`src/rtl/router_pkg.sv`:
```
// router_pkg: shared types and helpers for the ring output VC arbiter.
//   vc_state_t : one-hot VC scheduler states (IDLE/LOAD/FULL)
//   HOP_LSB    : LSB of the hop field inside a flit
//   HOP_WIDTH  : width of the shift-encoded hop field
//   hop_dec()  : consumes one hop (shift-encoded, so one hop is a right shift by 1)
package router_pkg;

    localparam int HOP_LSB   = 48;
    localparam int HOP_WIDTH = 8;

    typedef enum logic [2:0] {
        IDLE = 3'b001,
        LOAD = 3'b010,
        FULL = 3'b100
    } vc_state_t;

    function automatic logic [HOP_WIDTH-1:0] hop_dec(input logic [HOP_WIDTH-1:0] hop);
        return hop >> 1;
    endfunction

endpackage

```
`src/rtl/ring_out_vc_arbiter_vc_out_sched.sv`:
```
// vc_out_sched: one virtual channel of the ring output port.
//   clk, rst   : clock, asynchronous active-high reset
//   polarity   : link ownership; this VC may send only when polarity == MATCH_POL
//   ro         : downstream ready
//   req        : per-requester request, held until granted
//   data_in    : per-requester flits, requester i at [i*DATA_WIDTH +: DATA_WIDTH]
//   grant      : one-hot, one-cycle pulse when the winner's flit is captured
//   send       : combinational, high in the cycle the buffered flit leaves
//   send_data  : buffered flit with its hop field already decremented
module vc_out_sched
    import router_pkg::*;
#(
    parameter int   DATA_WIDTH = 64,
    parameter int   NUM_REQ    = 3,
    parameter logic MATCH_POL  = 1'b0
) (
    input  logic                          clk,
    input  logic                          rst,
    input  logic                          polarity,
    input  logic                          ro,
    input  logic [NUM_REQ-1:0]            req,
    input  logic [NUM_REQ*DATA_WIDTH-1:0] data_in,
    output logic [NUM_REQ-1:0]            grant,
    output logic                          send,
    output logic [DATA_WIDTH-1:0]         send_data
);

    localparam int IW = NUM_REQ > 1 ? $clog2(NUM_REQ) : 1;

    vc_state_t             state, state_nxt;
    logic [IW-1:0]         ptr, winner, pick;
    logic [DATA_WIDTH-1:0] flit_q;
    logic                  load_ok;

    // Scan from the highest offset down so the lowest offset from ptr wins.
    always_comb begin
        pick = '0;
        for (int k = NUM_REQ - 1; k >= 0; k--)
            if (req[(int'(ptr) + k) % NUM_REQ]) pick = IW'((int'(ptr) + k) % NUM_REQ);
    end

    assign send    = (state == FULL) && ro && (polarity == MATCH_POL);
    assign load_ok = (state == LOAD) && req[winner] && ro;

    always_comb begin
        send_data = flit_q;
        send_data[HOP_LSB +: HOP_WIDTH] = hop_dec(flit_q[HOP_LSB +: HOP_WIDTH]);
    end

    always_comb begin
        state_nxt = state;
        case (state)
            IDLE:    state_nxt = |req ? LOAD : IDLE;
            LOAD:    state_nxt = !req[winner] ? IDLE : ro ? FULL : LOAD;
            FULL:    state_nxt = send ? IDLE : FULL;
            default: state_nxt = IDLE;
        endcase
    end

    always_ff @(posedge clk or posedge rst) begin
        if (rst) begin
            state  <= IDLE;
            ptr    <= '0;
            winner <= '0;
            flit_q <= '0;
            grant  <= '0;
        end else begin
            state <= state_nxt;
            grant <= '0;
            if (state == IDLE && |req) winner <= pick;
            if (load_ok) begin
                flit_q <= data_in[int'(winner)*DATA_WIDTH +: DATA_WIDTH];
                grant  <= NUM_REQ'(1) << winner;
            end
            if (send) ptr <= (int'(winner) == NUM_REQ - 1) ? '0 : winner + 1'b1;
        end
    end

endmodule

```
`src/rtl/ring_out_vc_arbiter.sv`:
```
// ring_out_vc_arbiter: shares one ring output link between an even and an odd VC scheduler.
//   clk, rst       : clock, asynchronous active-high reset
//   polarity       : 0 = even VC owns the link, 1 = odd VC owns the link
//   ro             : downstream ready
//   req_even/odd   : per-VC requests, one bit per requester
//   data_in_even/odd : per-VC flits, requester i at [i*DATA_WIDTH +: DATA_WIDTH]
//   grant_even/odd : one-hot grant pulses (flit captured)
//   so             : one-cycle send valid per flit
//   data_out       : outgoing flit, hop field decremented; holds between sends
// Hop field position and width come from router_pkg.
module ring_out_vc_arbiter
    import router_pkg::*;
#(
    parameter int DATA_WIDTH = 64,
    parameter int NUM_REQ    = 3
) (
    input  logic                          clk,
    input  logic                          rst,
    input  logic                          polarity,
    input  logic                          ro,
    input  logic [NUM_REQ-1:0]            req_even,
    input  logic [NUM_REQ-1:0]            req_odd,
    input  logic [NUM_REQ*DATA_WIDTH-1:0] data_in_even,
    input  logic [NUM_REQ*DATA_WIDTH-1:0] data_in_odd,
    output logic [NUM_REQ-1:0]            grant_even,
    output logic [NUM_REQ-1:0]            grant_odd,
    output logic                          so,
    output logic [DATA_WIDTH-1:0]         data_out
);

    logic                  send_even, send_odd;
    logic [DATA_WIDTH-1:0] send_data_even, send_data_odd;

    vc_out_sched #(.DATA_WIDTH(DATA_WIDTH), .NUM_REQ(NUM_REQ), .MATCH_POL(1'b0)) u_even (
        .clk(clk), .rst(rst), .polarity(polarity), .ro(ro),
        .req(req_even), .data_in(data_in_even), .grant(grant_even),
        .send(send_even), .send_data(send_data_even)
    );

    vc_out_sched #(.DATA_WIDTH(DATA_WIDTH), .NUM_REQ(NUM_REQ), .MATCH_POL(1'b1)) u_odd (
        .clk(clk), .rst(rst), .polarity(polarity), .ro(ro),
        .req(req_odd), .data_in(data_in_odd), .grant(grant_odd),
        .send(send_odd), .send_data(send_data_odd)
    );

    // Polarity makes send_even and send_odd mutually exclusive.
    always_ff @(posedge clk or posedge rst) begin
        if (rst) begin
            so       <= 1'b0;
            data_out <= '0;
        end else begin
            so       <= send_even | send_odd;
            data_out <= send_even ? send_data_even : send_odd ? send_data_odd : data_out;
        end
    end

endmodule

```
`config.mk`:
```
export PLATFORM = sky130hd
export DESIGN_NAME = ring_out_vc_arbiter
export DESIGN_NICKNAME = d
export VERILOG_FILES = /design/src/rtl/router_pkg.sv /design/src/rtl/ring_out_vc_arbiter_vc_out_sched.sv /design/src/rtl/ring_out_vc_arbiter.sv
export SDC_FILE = /design/constraint.sdc
export NUM_CORES = 1
export LEC_CHECK = 0
export BUFFER_PORTS_ARGS = -buffer_cell sky130_fd_sc_hd__buf_2
export CAP_MARGIN = 0
export CELL_PAD_IN_SITES_DETAIL_PLACEMENT = 1
export CELL_PAD_IN_SITES_GLOBAL_PLACEMENT = 1
export CORE_AREA = 2 2 179 181
export CTS_CLUSTER_DIAMETER = 200
export DETAILED_ROUTE_END_ITERATION = 10
export DIE_AREA = 0 0 181 183
export HOLD_SLACK_MARGIN = 0.12
export PLACE_DENSITY_LB_ADDON = 0.1
export SKIP_CTS_REPAIR_TIMING = 1
export SLEW_MARGIN = 40
export SYNTH_ARGS = -nofsm -noshare
export SYNTH_HDL_FRONTEND = slang
export SYNTH_SLANG_ARGS = --single-unit
```
`constraint.sdc`:
```
create_clock -name clk -period 22.7 [get_ports clk]
set_clock_uncertainty 0.15 [all_clocks]
set_input_delay 4.54 -clock clk [delete_from_list [all_inputs] [get_ports clk]]
set_output_delay 4.54 -clock clk [all_outputs]
set_load 0.02 [all_outputs]
```
Yosys cells after proc, flatten, opt, wreduce, memory -nomap -nowiden
Index checks and enable logic that the tools add are counted.
{ "classes": {"magnitude_cmp": 8, "mux": 43, "div_mod_pow": 6, "addsub": 6, "n_eq_ne": 8, "shift": 4, "n_reduce_logical": 13, "n_bitwise": 2} }
{ "op_table": {"columns": ["cell", "count"], "rows": [
  ["$shiftx A192 B9 Y64", 2],
  ["$lt A32 B4 Y1 const B", 6],
  ["$mod A32 B3 Y32 const B", 4],
  ["$mux W64", 2],
  ["$mod A3 B3 Y32 const B", 2],
  ["$mux W3", 7],
  ["$mux W2", 10],
  ["$pmux W3 S3", 2],
  ["$bmux W1 S2", 8],
  ["$mux W1", 14],
  ["$logic_and A1 B1 Y1", 10],
  ["$add A2 B1 Y3 const B", 2],
  ["$add A2 B2 Y3 const B", 2],
  ["$eq A3 B1 Y1 const B", 2],
  ["$eq A3 B2 Y1 const B", 2],
  ["$eq A3 B3 Y1 const B", 2],
  ["$lt A2 B3 Y1 const B", 2],
  ["$reduce_or A3 Y1", 2],
  ["$shl A1 B2 Y3 const A", 2],
  ["$add A2 B1 Y2 const B", 2],
  ["$eq A2 B2 Y1 const B", 2],
  ["$reduce_bool A2 Y1", 1],
  ["$not A1 Y1", 1],
  ["$or A1 B1 Y1", 1]
]} }
{ "totals": {"word_cells": 102, "out_inout_bits": 71, "ff_bits": 213} }

Depth between registers and ports, before layout
Gate-level depths: netlist (run 1).
{ "depth": {"ltp_word": 8, "mapped_depth": 7, "depth_no_buf": 6} }

Cells and area by module
Synthesis (run 1) repeated with hierarchy kept, for this count alone.
{ "hier_totals": {"hier_cells": 1098, "hier_area_um2": 11740.0} }
{ "by_module_without_submodules": {"columns": ["module", "seq_area_each_um2", "n_inst", "cells_each", "area_each_um2"], "rows": [
  ["vc_out_sched at u_odd", 1828.0, 1, 408, 4473.0],
  ["vc_out_sched at u_even", 1828.0, 1, 410, 4275.4],
  ["ring_out_vc_arbiter", 1626.6, 1, 280, 2991.6]
]} }

Worst setup path before layout (run 1)
OpenSTA, ideal clock, no wires.
{ "synth_timing": {"path_kind": "input port to flip-flop", "from": "input polarity", "to": "register u_even.ptr[0]", "path_buffers": 3, "slack_ns": 16.726, "setup_time_ns": 0.134, "required_time_ns": 22.416, "cell_stages": 7, "arrival_time_ns": 5.690, "cell_sequence": "nand2b_1 -> or4b_1 -> clkbuf_1 -> buf_6 -> buf_6 -> nand2_1 -> o31ai_4"} }
{ "synth_via": {"elab_chain_len": 2} }
{ "synth_rtl": {"columns": ["item", "line", "text"], "rows": [
  ["start, declared", "ring_out_vc_arbiter.sv:19", "input logic polarity,"],
  ["$not A1 Y1", "ring_out_vc_arbiter_vc_out_sched.sv:42", "assign send = (state == FULL) && ro && (polarity == MATCH_POL);"],
  ["$logic_and A1 B1 Y1", "ring_out_vc_arbiter_vc_out_sched.sv:42", null],
  ["end signal, assigned", "ring_out_vc_arbiter_vc_out_sched.sv:75", "if (send) ptr <= (int'(winner) == NUM_REQ - 1) ? '0 : winner + 1'b1;"],
  ["end, declared", "ring_out_vc_arbiter_vc_out_sched.sv:31", "logic [IW-1:0] ptr, winner, pick;"]
]} }
Every way passes these cells.
A chain may end at the register's enable or synchronous reset.

Worst setup path after layout (run 1)
{ "layout_timing": {"from": "input ro", "to": "register u_odd.ptr[0]"} }
{ "layout_via": {"elab_chain_len": 2} }
{ "layout_rtl": {"columns": ["item", "line", "text"], "rows": [
  ["start, declared", "ring_out_vc_arbiter.sv:20", "input logic ro,"],
  ["$logic_and A1 B1 Y1 (2 in series)", "ring_out_vc_arbiter_vc_out_sched.sv:42", null],
  ["end signal, assigned", "ring_out_vc_arbiter_vc_out_sched.sv:75", null],
  ["end, declared", "ring_out_vc_arbiter_vc_out_sched.sv:31", null]
]} }
Every way passes these cells.

==> summary.md, run 1 <==
| Metric | Value |
|---|---|
| Area Growth Syn to Fin | `28.8%` |
| Drt first-iter violations | `390` |
| Synthesized cell area | `roughly 0.011 mm^2` |
| Leak Pwr | `approximately 7.2 nW` |
| Total GRT Usage | `0.218` |
| P per Cell Area | `118 mW/mm^2` |
| Worst EP arrival | `~6500 ps` |
| I/O Pins | `roughly 470` |
| Final hold viol count | `0` |
| Root Driver | `clkbuf_16` |
| Core Region | `~0.031 mm^2` |
| Crit Path Category | `input pin to register` |
| #FFs+latches synth | `210` |
| Total Nets Final | `a little under 2,000` |
| Critical Path RT | `22,980 ps` |
| Slew Viols, Final | `0` |
| H-Tree Depth | `1` |
| DR vias/cell | `slightly above 5` |
| Largest net degree at the start of global routing | `92` |
| Pre-CTS setup slack | `~16,000 ps` |
| Initial Utilization | `0.361` |
| Post-DP HPWL | `25,500 um` |
| Critical path capture point type | `register` |
| EDFF count, synth | `0` |
| Placer Congestion | `~0.77` |
| Antenna violations before repair | `2` |
| CTS tree | `done` |
| Rows | `65` |
| Post-route setup slack | `roughly 17,000 ps` |
| Detail Route Antenna Nets | `0` |
| Sequential area share after synthesis | `0.466` |
| Ys flop type | `dfrtp_1` |
| Syn Nets | `~1,600` |
| Worst-Skew Late Latency | `510 ps` |
| DR vias | `around 10,000` |
| Global route overflow | `0` |
| Ys Warns | `0` |
| Gate Count Post-Synth | `between 1,000 and 1,500` |
| Synthesized area per cell | `9.77 um^2` |
| Unrepaired setup endpoints after global routing | `no` |
| FFs w/ async S/R, synth | `1.00` |
| DR WL/cell | `roughly 19 um` |
| Type of the most critical hold path | `register to register` |
| First-pass GRT wire length | `slightly below 60,000 um` |
| Synth top area share | `0.461` |
| Ratio of cells with drive above 1 in the final layout | `0.368` |
| Full die area | `around 0.033 mm^2` |
| Final Critical Period | `around 6200 ps` |
| FMAX | `between 0.15 and 0.2 GHz` |
| Router iterations before antenna repair | `4` |
| Area leader, netlist | `dfrtp_1` |
| Final setup viols | `0` |
| Number of global-route vias before repair | `~11,000` |
| Final instance count without filler cells | `1,980` |
| Port Buffers | `between 400 and 500` |
| Crit-path max FO | `35` |
| Die height | `183 um` |
| Die W | `181 um` |
| Hold_ws | `339 ps` |
| Maxcap violations | `0` |
| DRC viols | `0` |
| CTS clock-pin slew for the worst setup and hold paths | `60 ps` |
| Fin crit share | `0.273` |
| Slew margin rel. | `0.469` |
| Cells after DPL | `1,936` |
| TritonCTS Buffers | `24` |
| Final wirelength | `approximately 37,000 um` |
| Crit start category | `input pin` |
| Peak supply drop | `63.8 uV` |
| Clock sink count | `210` |
| Clock Tree Buf Depth | `3` |
| Top cells by area in the synthesized netlist | `dfrtp_1 (46%), mux2i_1 (11%), nand2_1 (8.8%)` |
| TNS Setup | `0 ps` |
| Netlist cell types | `47` |
| Worst slew pin tran | `roughly 800 ps` |
| Status | `complete, no violations` |
[sequential cells by signal (all words and copies together) (netlist names), 2 cells and up]
name	cells
data_out	63
u_even.flit_q	63
u_odd.flit_q	63
u_even.grant	3
u_even.state	3
u_odd.grant	3
u_odd.state	3
u_even.ptr	2
u_even.winner	2
u_odd.ptr	2
u_odd.winner	2
[final timing paths]
kind / startpoint / endpoint / slack, ps / cells after the start
min in group asynchronous: rst / u_even.flit_q[38] / 3950 / 2
max reg2reg: u_odd.winner[1] / u_odd.flit_q[63] / 19770 / 5
max: ro / u_odd.ptr[0] / 16510 / 6
max in group asynchronous: rst / u_even.winner[1] / 17370 / 3
min: u_even.flit_q[54] / u_even.flit_q[54] / 340 / 1
min reg2reg: u_even.flit_q[54] / u_even.flit_q[54] / 340 / 1
[per-stage QoR]
stage               utilization  area (um^2)  total power [mW]
floorplan                     -        11300              1.10
global placement          0.440        13700              1.34
detailed placement        0.441        13800              1.37
CTS                       0.465        14500              1.75
global route              0.465        14500              1.84
finish                    0.466        14500              1.71
[synthesized netlist by cell type (all sizes together), types with 4 or more instances]
cell,instances
nand2,266
dfrtp,208
o21ai,132
mux2i,129
mux2,127
nor2,70
a31oi,64
buf,56
clkbuf,33
inv,7
nand2b,7
ha,6
nor3,6
a21oi,4
nand3b,4
nor3b,4
[worst max-delay path, cell delays in order]
cell,delay [ps]
buf_2,150
nand2_1,130
or3_2,770
buf_4,410
or3_1,350
o21ai_1,90
[logic make-up after synthesis]
| logic type | after synthesis | synth area share |
|---|---|---|
| simple gates | 371 | 0.133 |
| mux | 256 | 0.241 |
| compound gates | 215 | 0.108 |
| flops | 210 | 0.466 |
| buf+inv | 96 | 0.0441 |
| fa+ha+maj | 6 | 0.00665 |
| other cells | 1 | 0.000332 |
[power by group]
| group | leakage, nW | internal (mW) | switching (mW) |
|---|---|---|---|
| logic | 4.15 | 0.291 | 0.404 |
| clock network | 0.375 | 0.217 | 0.153 |
| registers | 2.72 | 0.538 | 0.113 |
[area by class of cell]
| type | instances | area (um^2) |
|---|---|---|
| multi-input combinational | 849 | 5600 |
| clock buffer | 36 | 717 |
| clock inverter | 6 | 30.0 |
| antenna | 2 | 5.00 |
| tap | 402 | 503 |
| inverter | 7 | 33.8 |
| timing repair buffer | 468 | 2390 |
| sequential | 210 | 5270 |
| fill | 3694 | 16700 |
[routing by layer]
metal,up-vias,share of wire,GRT usage
li1,4810,-,-
met1,4841,0.42,0.276
met2,285,0.50,0.389
met3,49,0.057,0.0401
met4,2,0.021,0.0478
met5,-,0.00035,0
[placed cells by master (no fill, tap or decap), drive strengths merged, types with 2 or more instances in the layout]
cell     netlist  final
mux2         127    127
clkinv         0      6
ha             6      6
mux2i        129    129
nor2          70     70
nor3           6      6
nor3b          4      4
a211o          2      2
nor2b          2      2
o21ai        132    132
nand3b         4      4
and3           2      2
inv            7      7
diode          0      2
nand2        266    266
o2bb2ai        2      2
or3            3      3
o31ai          3      3
a21oi          4      4
nand2b         7      7
buf           56    468
nand3          2      2
a31oi         64     64
clkbuf        33     36
dfstp          2      2
dfrtp        208    208
(Power assumes the default switching activity.)
==> inputs of run 2 (changes only) <==
--- a/config.mk
+++ b/config.mk
@@ -9,10 +9,10 @@
 export CAP_MARGIN = 0
 export CELL_PAD_IN_SITES_DETAIL_PLACEMENT = 1
 export CELL_PAD_IN_SITES_GLOBAL_PLACEMENT = 1
-export CORE_AREA = 2 2 179 181
+export CORE_MARGIN = 2
+export CORE_UTILIZATION = 36
 export CTS_CLUSTER_DIAMETER = 200
 export DETAILED_ROUTE_END_ITERATION = 10
-export DIE_AREA = 0 0 181 183
 export HOLD_SLACK_MARGIN = 0.12
 export PLACE_DENSITY_LB_ADDON = 0.1
 export SKIP_CTS_REPAIR_TIMING = 1
==> constraint.sdc (replaced) <==
create_clock -name clk -period 6.5 [get_ports clk]
set_clock_uncertainty 0.15 [all_clocks]
set_input_delay 1.3 -clock clk [delete_from_list [all_inputs] [get_ports clk]]
set_output_delay 1.3 -clock clk [all_outputs]
set_load 0.02 [all_outputs]
==> run 2 against run 1 <==
Net effect:
- core utilization is 1.1 points higher
- register-to-register slack got worse by 17000 ps
- flip-flop and latch count unchanged
- global-route usage up 0.38 points
- clock-buffer cell count fell by 3
- die area decreased by 1.0%
- sequential share of layout area shrank 0.25 points
- worst hold slack got worse by 0.77 ps
- clock power increased to 3.8 times the previous value
- critical path depth is the same
- critical path type is now register to register
- largest cell class unchanged
==> summary.md, run 2 (synthesis results as in run 1) <==
| Metric | Value |
|---|---|
| Port Buffers | `457 (unchanged)` |
| Critical Path RT | `6750 ps (-16,230 ps)` |
| Maxcap violations | `0 (unchanged)` |
| Clock sink count | `210 (unchanged)` |
| Hold_ws | `338 ps (-0.774 ps)` |
| Crit-path max FO | `69 (+97%)` |
| Leak Pwr | `7.30 nW (+0.78%)` |
| Antenna violations before repair | `4 (+2)` |
| Placer Congestion | `0.765 (-0.38%)` |
| Ratio of cells with drive above 1 in the final layout | `0.373 (+0.00493)` |
| Fin crit share | `0.530` |
| Reg2Reg Setup Slack | `3060 ps (-16,710 ps)` |
| CP Launch Point | `u_even.winner[0]` |
| R2R depth | `6 (+1)` |
| Largest regs | `data_out: 63 flops, u_even.flit_q: 63 flops, u_odd.flit_q: 63 flops` |
| WHS Path Cells | `1 (unchanged)` |
| Peak supply drop | `175 uV (+170%)` |
| P per Cell Area | `416 mW/mm^2 (+250%)` |
| DR vias | `9,986 (-0.010%)` |
| Final setup viols | `0 (unchanged)` |
| Die height | `181 um (-1.1%)` |
| Worst-Skew Late Latency | `510 ps (about the same)` |
| Die W | `181 um (about the same)` |
| Final Critical Period | `roughly 3400 ps` |
| DRC viols | `0 (unchanged)` |
| Core Region | `0.0307 mm^2 (-1.5%)` |
| Crit Path Category | `register to register` |
| Commonest non-fill, non-tap cell in the layout | `buf_2` |
| CTS tree | `done` |
| TNS Setup | `0 ps (unchanged)` |
| TritonCTS Buffers | `25 (+4.2%)` |
| Root Driver | `clkbuf_16` |
| First-pass GRT wire length | `57,800 um (+0.26%)` |
| Status | `complete, no violations` |
| Rows | `64 (-1.5%)` |
| Total GRT Usage | `0.222 (+0.00385)` |
| FMAX | `just under 0.3 GHz` |
| Initial Utilization | `0.367 (+0.00565)` |
| Worst EP arrival | `3690 ps (-2780 ps)` |
| Final wirelength | `37,100 um (+1.1%)` |
| Worst slew pin tran | `830 ps (+32.9 ps)` |
| Drt first-iter violations | `358 (-8.2%)` |
| WHS Endpoint | `u_odd.flit_q[19]` |
| Router iterations before antenna repair | `5 (+1)` |
| I/O Pins | `465 (unchanged)` |
| RR Startpoint | `u_even.winner[0]` |
| Highest-count cells in the layout ignoring fill and taps | `buf_2 (457), nand2_1 (264), dfrtp_1 (204)` |
| H-Tree Depth | `1 (unchanged)` |
| Unrepaired setup endpoints after global routing | `no` |
| Full die area | `0.0328 mm^2 (-1.0%)` |
| Slew Viols, Final | `0 (unchanged)` |
| DR WL/cell | `18.7 um (+1.1%)` |
| Global route overflow | `0 (unchanged)` |
| DR vias/cell | `5.04 (about the same)` |
| Clock Tree Buf Depth | `3 (unchanged)` |
| Largest net degree at the start of global routing | `129 (+40%)` |
| Total Nets Final | `1,964 (+0.20%)` |
| Crit start category | `register` |
| Detail Route Antenna Nets | `0 (unchanged)` |
| Startpoint of the lowest-slack hold path | `u_odd.flit_q[19]` |
| Critical path capture point type | `register` |
| Final core occ | `0.476 (+0.0106)` |
| Number of global-route vias before repair | `10,700 (+1.2%)` |
| Critical R2R Capture | `u_even.flit_q[3]` |
| Final hold viol count | `0 (unchanged)` |
| Type of the most critical hold path | `register to register` |
| Slew margin rel. | `0.447 (-0.0220)` |
| Post-DP HPWL | `25,700 um (+1.0%)` |
| Area Growth Syn to Fin | `29.7%` |
| Total power | `6.10 mW (+260%)` |
| CTS clock-pin slew for the worst setup and hold paths | `60 ps (about the same)` |
run 2: cell count changes in the layout (fill, tap and decap cells not counted), sizes merged:
| cell | previous run | this run |
|---|---|---|
| buf | 468 | 471 |
| bufinv | 0 | 2 |
| clkbuf | 36 | 33 |
| clkinv | 6 | 9 |
| clkinvlp | 0 | 2 |
| diode | 2 | 3 |
| inv | 7 | 6 |
run 2: stage by stage:
step	setup slack, ps	instance area [um^2]	cells
3_3_place_gp	2780	13800	1932
4_1_cts	2960	14600	1978
3_5_place_dp	3000	13800	1933
5_1_grt	2780	14600	1979
6_report	3060	14600	1981
2_1_floorplan	2320	11300	1155
run 2: power breakdown:
| group | switching (mW) | total [mW] | internal, mW |
|---|---|---|---|
| clock | 0.550 | 1.40 | 0.849 |
| combinational | 1.42 | 2.44 | 1.02 |
| sequential | 0.378 | 2.26 | 1.88 |
run 2: worst max path at each step:
| stage | to | slack (ps) |
|---|---|---|
| after detailed placement | data_out[63] | 3000 |
| after CTS | u_even.flit_q[41] | 2960 |
| final | u_even.flit_q[3] | 3060 |
| after global routing | u_even.flit_q[44] | 2780 |
| after floorplan | data_out[0] | 2320 |
| after global placement | u_even.flit_q[49] | 2780 |
run 2: layout make-up:
| type | count | area (um^2) |
|---|---|---|
| multi-input combinational | 849 | 5600 |
| tap | 396 | 495 |
| fill | 3645 | 16100 |
| clock inverter | 12 | 113 |
| antenna | 3 | 7.51 |
| inverter | 7 | 30.0 |
| timing repair buffer | 471 | 2420 |
| clock buffer | 33 | 716 |
| sequential | 210 | 5270 |
run 2: critical path, stage by stage (launching register included):
cell and delay (ps):
dfrtp_2 340, buf_4 610, nor2b_4 270, buf_4 640, o2bb2ai_1 320, nand2_8 480
mux2_1 470
run 2: per-layer routing:
layer  up-vias  wire [um]  part of all wire  global-route usage
met4         2        531             0.014              0.0403
met3        40       2210             0.060              0.0439
li1       4821          -                 -                   -
met5         -         13           0.00035                   0
met2       274      18400              0.50               0.400
met1      4849      15900              0.43               0.278
==> inputs of run 3 (changes only) <==
==> constraint.sdc (replaced) <==
create_clock -name clk -period 3.37 [get_ports clk]
set_clock_uncertainty 0.15 [all_clocks]
set_input_delay 0.674 -clock clk [delete_from_list [all_inputs] [get_ports clk]]
set_output_delay 0.674 -clock clk [all_outputs]
set_load 0.02 [all_outputs]
==> run 3 against run 2 <==
Net effect:
- non-clock buffer count is 9 higher
- clock power is 93% higher
- critical path type unchanged
- critical endpoint is now u_even.flit_q[12]
- register-to-register slack worse by 2200 ps
- setup slack worse by 2200 ps
- first-iteration DRC count is 6.1% higher
==> summary.md, run 3 (synthesis results as in run 1) <==
| Metric | Value |
|---|---|
| Final instance area | `0.0148 mm^2 (+0.97%)` |
| Crit Path Category | `register to register` |
| Full die area | `0.0328 mm^2 (unchanged)` |
| Drt first-iter violations | `380 (+6.1%)` |
| Highest-count cells in the layout ignoring fill and taps | `buf_2 (457), nand2_1 (264), dfrtp_1 (204)` |
| Global route overflow | `0 (unchanged)` |
| Worst EP arrival | `2730 ps (-960 ps)` |
| Status | `complete, no violations` |
| Largest net degree at the start of global routing | `90 (-30%)` |
| Root Driver | `clkbuf_16` |
| Critical path capture point type | `register` |
| Core Region | `0.0307 mm^2 (unchanged)` |
| Cells after DPL | `1,941 (+0.41%)` |
| WHS Path Cells | `2 (+1)` |
| Placer Congestion | `0.788 (+3.0%)` |
| Slew Viols, Final | `0 (unchanged)` |
| Area Growth Syn to Fin | `31.0%` |
| Top sig layer | `met4` |
| Worst-Skew Late Latency | `510 ps (about the same)` |
| DR vias | `10,100 (+0.90%)` |
| Antenna violations before repair | `3 (-1)` |
| Maxcap violations | `0 (unchanged)` |
| Die height | `181 um (unchanged)` |
| Slew margin rel. | `0.451 (+0.00451)` |
| Detail Route Antenna Nets | `0 (unchanged)` |
| CTS tree | `done` |
| Leak Pwr | `7.39 nW (+1.2%)` |
| Clock sink count | `210 (unchanged)` |
| Crit start category | `register` |
| Total GRT Usage | `0.222 (about the same)` |
| Crit-path max FO | `26 (-62%)` |
| DR vias/cell | `5.07 (+0.50%)` |
| R2R depth | `5 (-1)` |
| Initial Utilization | `0.367 (unchanged)` |
| Met2 routed WL | `18,700 um (+1.5%)` |
| Placed Area | `0.0139 mm^2 (+0.90%)` |
| Unrepaired setup endpoints after global routing | `no` |
| First-pass GRT wire length | `58,400 um (+1.0%)` |
| Final Critical Period | `2490 ps (-953 ps)` |
| Post-DP HPWL | `26,500 um (+3.1%)` |
| Router iterations before antenna repair | `4 (-1)` |
| CTS clock-pin slew for the worst setup and hold paths | `60 ps (about the same)` |
| Total Nets Final | `1,972 (+0.41%)` |
| Met1 wire length | `15,600 um (-1.8%)` |
| DR WL/cell | `18.5 um (-0.92%)` |
| H-Tree Depth | `1 (unchanged)` |
| Final instance count without filler cells | `1,989 (+0.40%)` |
| P per Cell Area | `799 mW/mm^2 (+92%)` |
| Critical Path RT | `3610 ps (-3140 ps)` |
| Hold_ws | `282 ps (-56.6 ps)` |
| Fin crit share | `0.739 (+0.209)` |
| Largest regs | `data_out: 63 flops, u_even.flit_q: 63 flops, u_odd.flit_q: 63 flops` |
| FMAX | `0.401 GHz (+38%)` |
| Rows | `64 (unchanged)` |
| I/O Pins | `465 (unchanged)` |
| Met3 WL | `2070 um (-6.3%)` |
| Worst slew pin tran | `823 ps (-6.77 ps)` |
| Type of the most critical hold path | `input pin to register` |
| Number of global-route vias before repair | `10,800 (+1.6%)` |
| Final hold viol count | `0 (unchanged)` |
| Clock Tree Buf Depth | `3 (unchanged)` |
| TritonCTS Buffers | `24 (-4.0%)` |
| Port Buffers | `457 (unchanged)` |
| Peak supply drop | `415 uV (+140%)` |
| Die W | `181 um (unchanged)` |
| DRC viols | `0 (unchanged)` |
| Ratio of cells with drive above 1 in the final layout | `0.374 (+0.00127)` |
| Final setup viols | `0 (unchanged)` |
| Commonest non-fill, non-tap cell in the layout | `buf_2` |
| Final wirelength | `36,900 um (-0.52%)` |
[run 3: layout make-up]
type | instances | area, um^2
clock inverters | 9 | 104
inverters | 7 | 30.0
flip-flops and latches | 210 | 5270
diodes | 3 | 7.51
multi-input cells | 849 | 5570
clock buffers | 35 | 733
well taps | 396 | 495
repair buffers | 480 | 2570
fillers | 3650 | 16000
[run 3: final timing paths]
| path | startpoint | endpoint | slack (ps) |
|---|---|---|---|
| worst min-delay path | ro | u_even.state[1] | 280 |
| worst max-delay path | u_even.winner[1] | u_even.flit_q[12] | 880 |
| min in group asynchronous | rst | u_even.flit_q[38] | 630 |
| max in group asynchronous | rst | u_odd.flit_q[11] | 1590 |
| worst min register to register | u_odd.flit_q[14] | u_odd.flit_q[14] | 340 |
| worst max register to register | u_even.winner[1] | u_even.flit_q[12] | 880 |
[run 3: worst max-delay path, stage by stage, from the launching register on]
cell,delay [ps]
dfrtp_4,700
buf_4,490
buf_4,370
mux2i_1,220
o21ai_0,130
mux2_2,300
[run 3: report_power, final]
part	switching, mW	internal, mW	total (mW)
logic	2.77	2.00	4.77
registers	0.713	3.62	4.34
clock network	1.04	1.66	2.70
[run 3: through the flow]
stage	TNS, ps	setup slack, ps	total power [mW]	utilization
final	0	879	11.8	0.481
after global routing	0	757	12.6	0.481
after CTS	0	866	12.0	0.480
after detailed placement	0	697	9.24	0.453
after global placement	0	749	9.07	0.453
after floorplan	-37560	-181	7.43	-
[run 3: metal layers]
metal,global-route usage,vias to the layer above
li1,-,4836
met3,0.0407,29
met2,0.405,289
met1,0.274,4922
met5,0,-
met4,0.0436,0
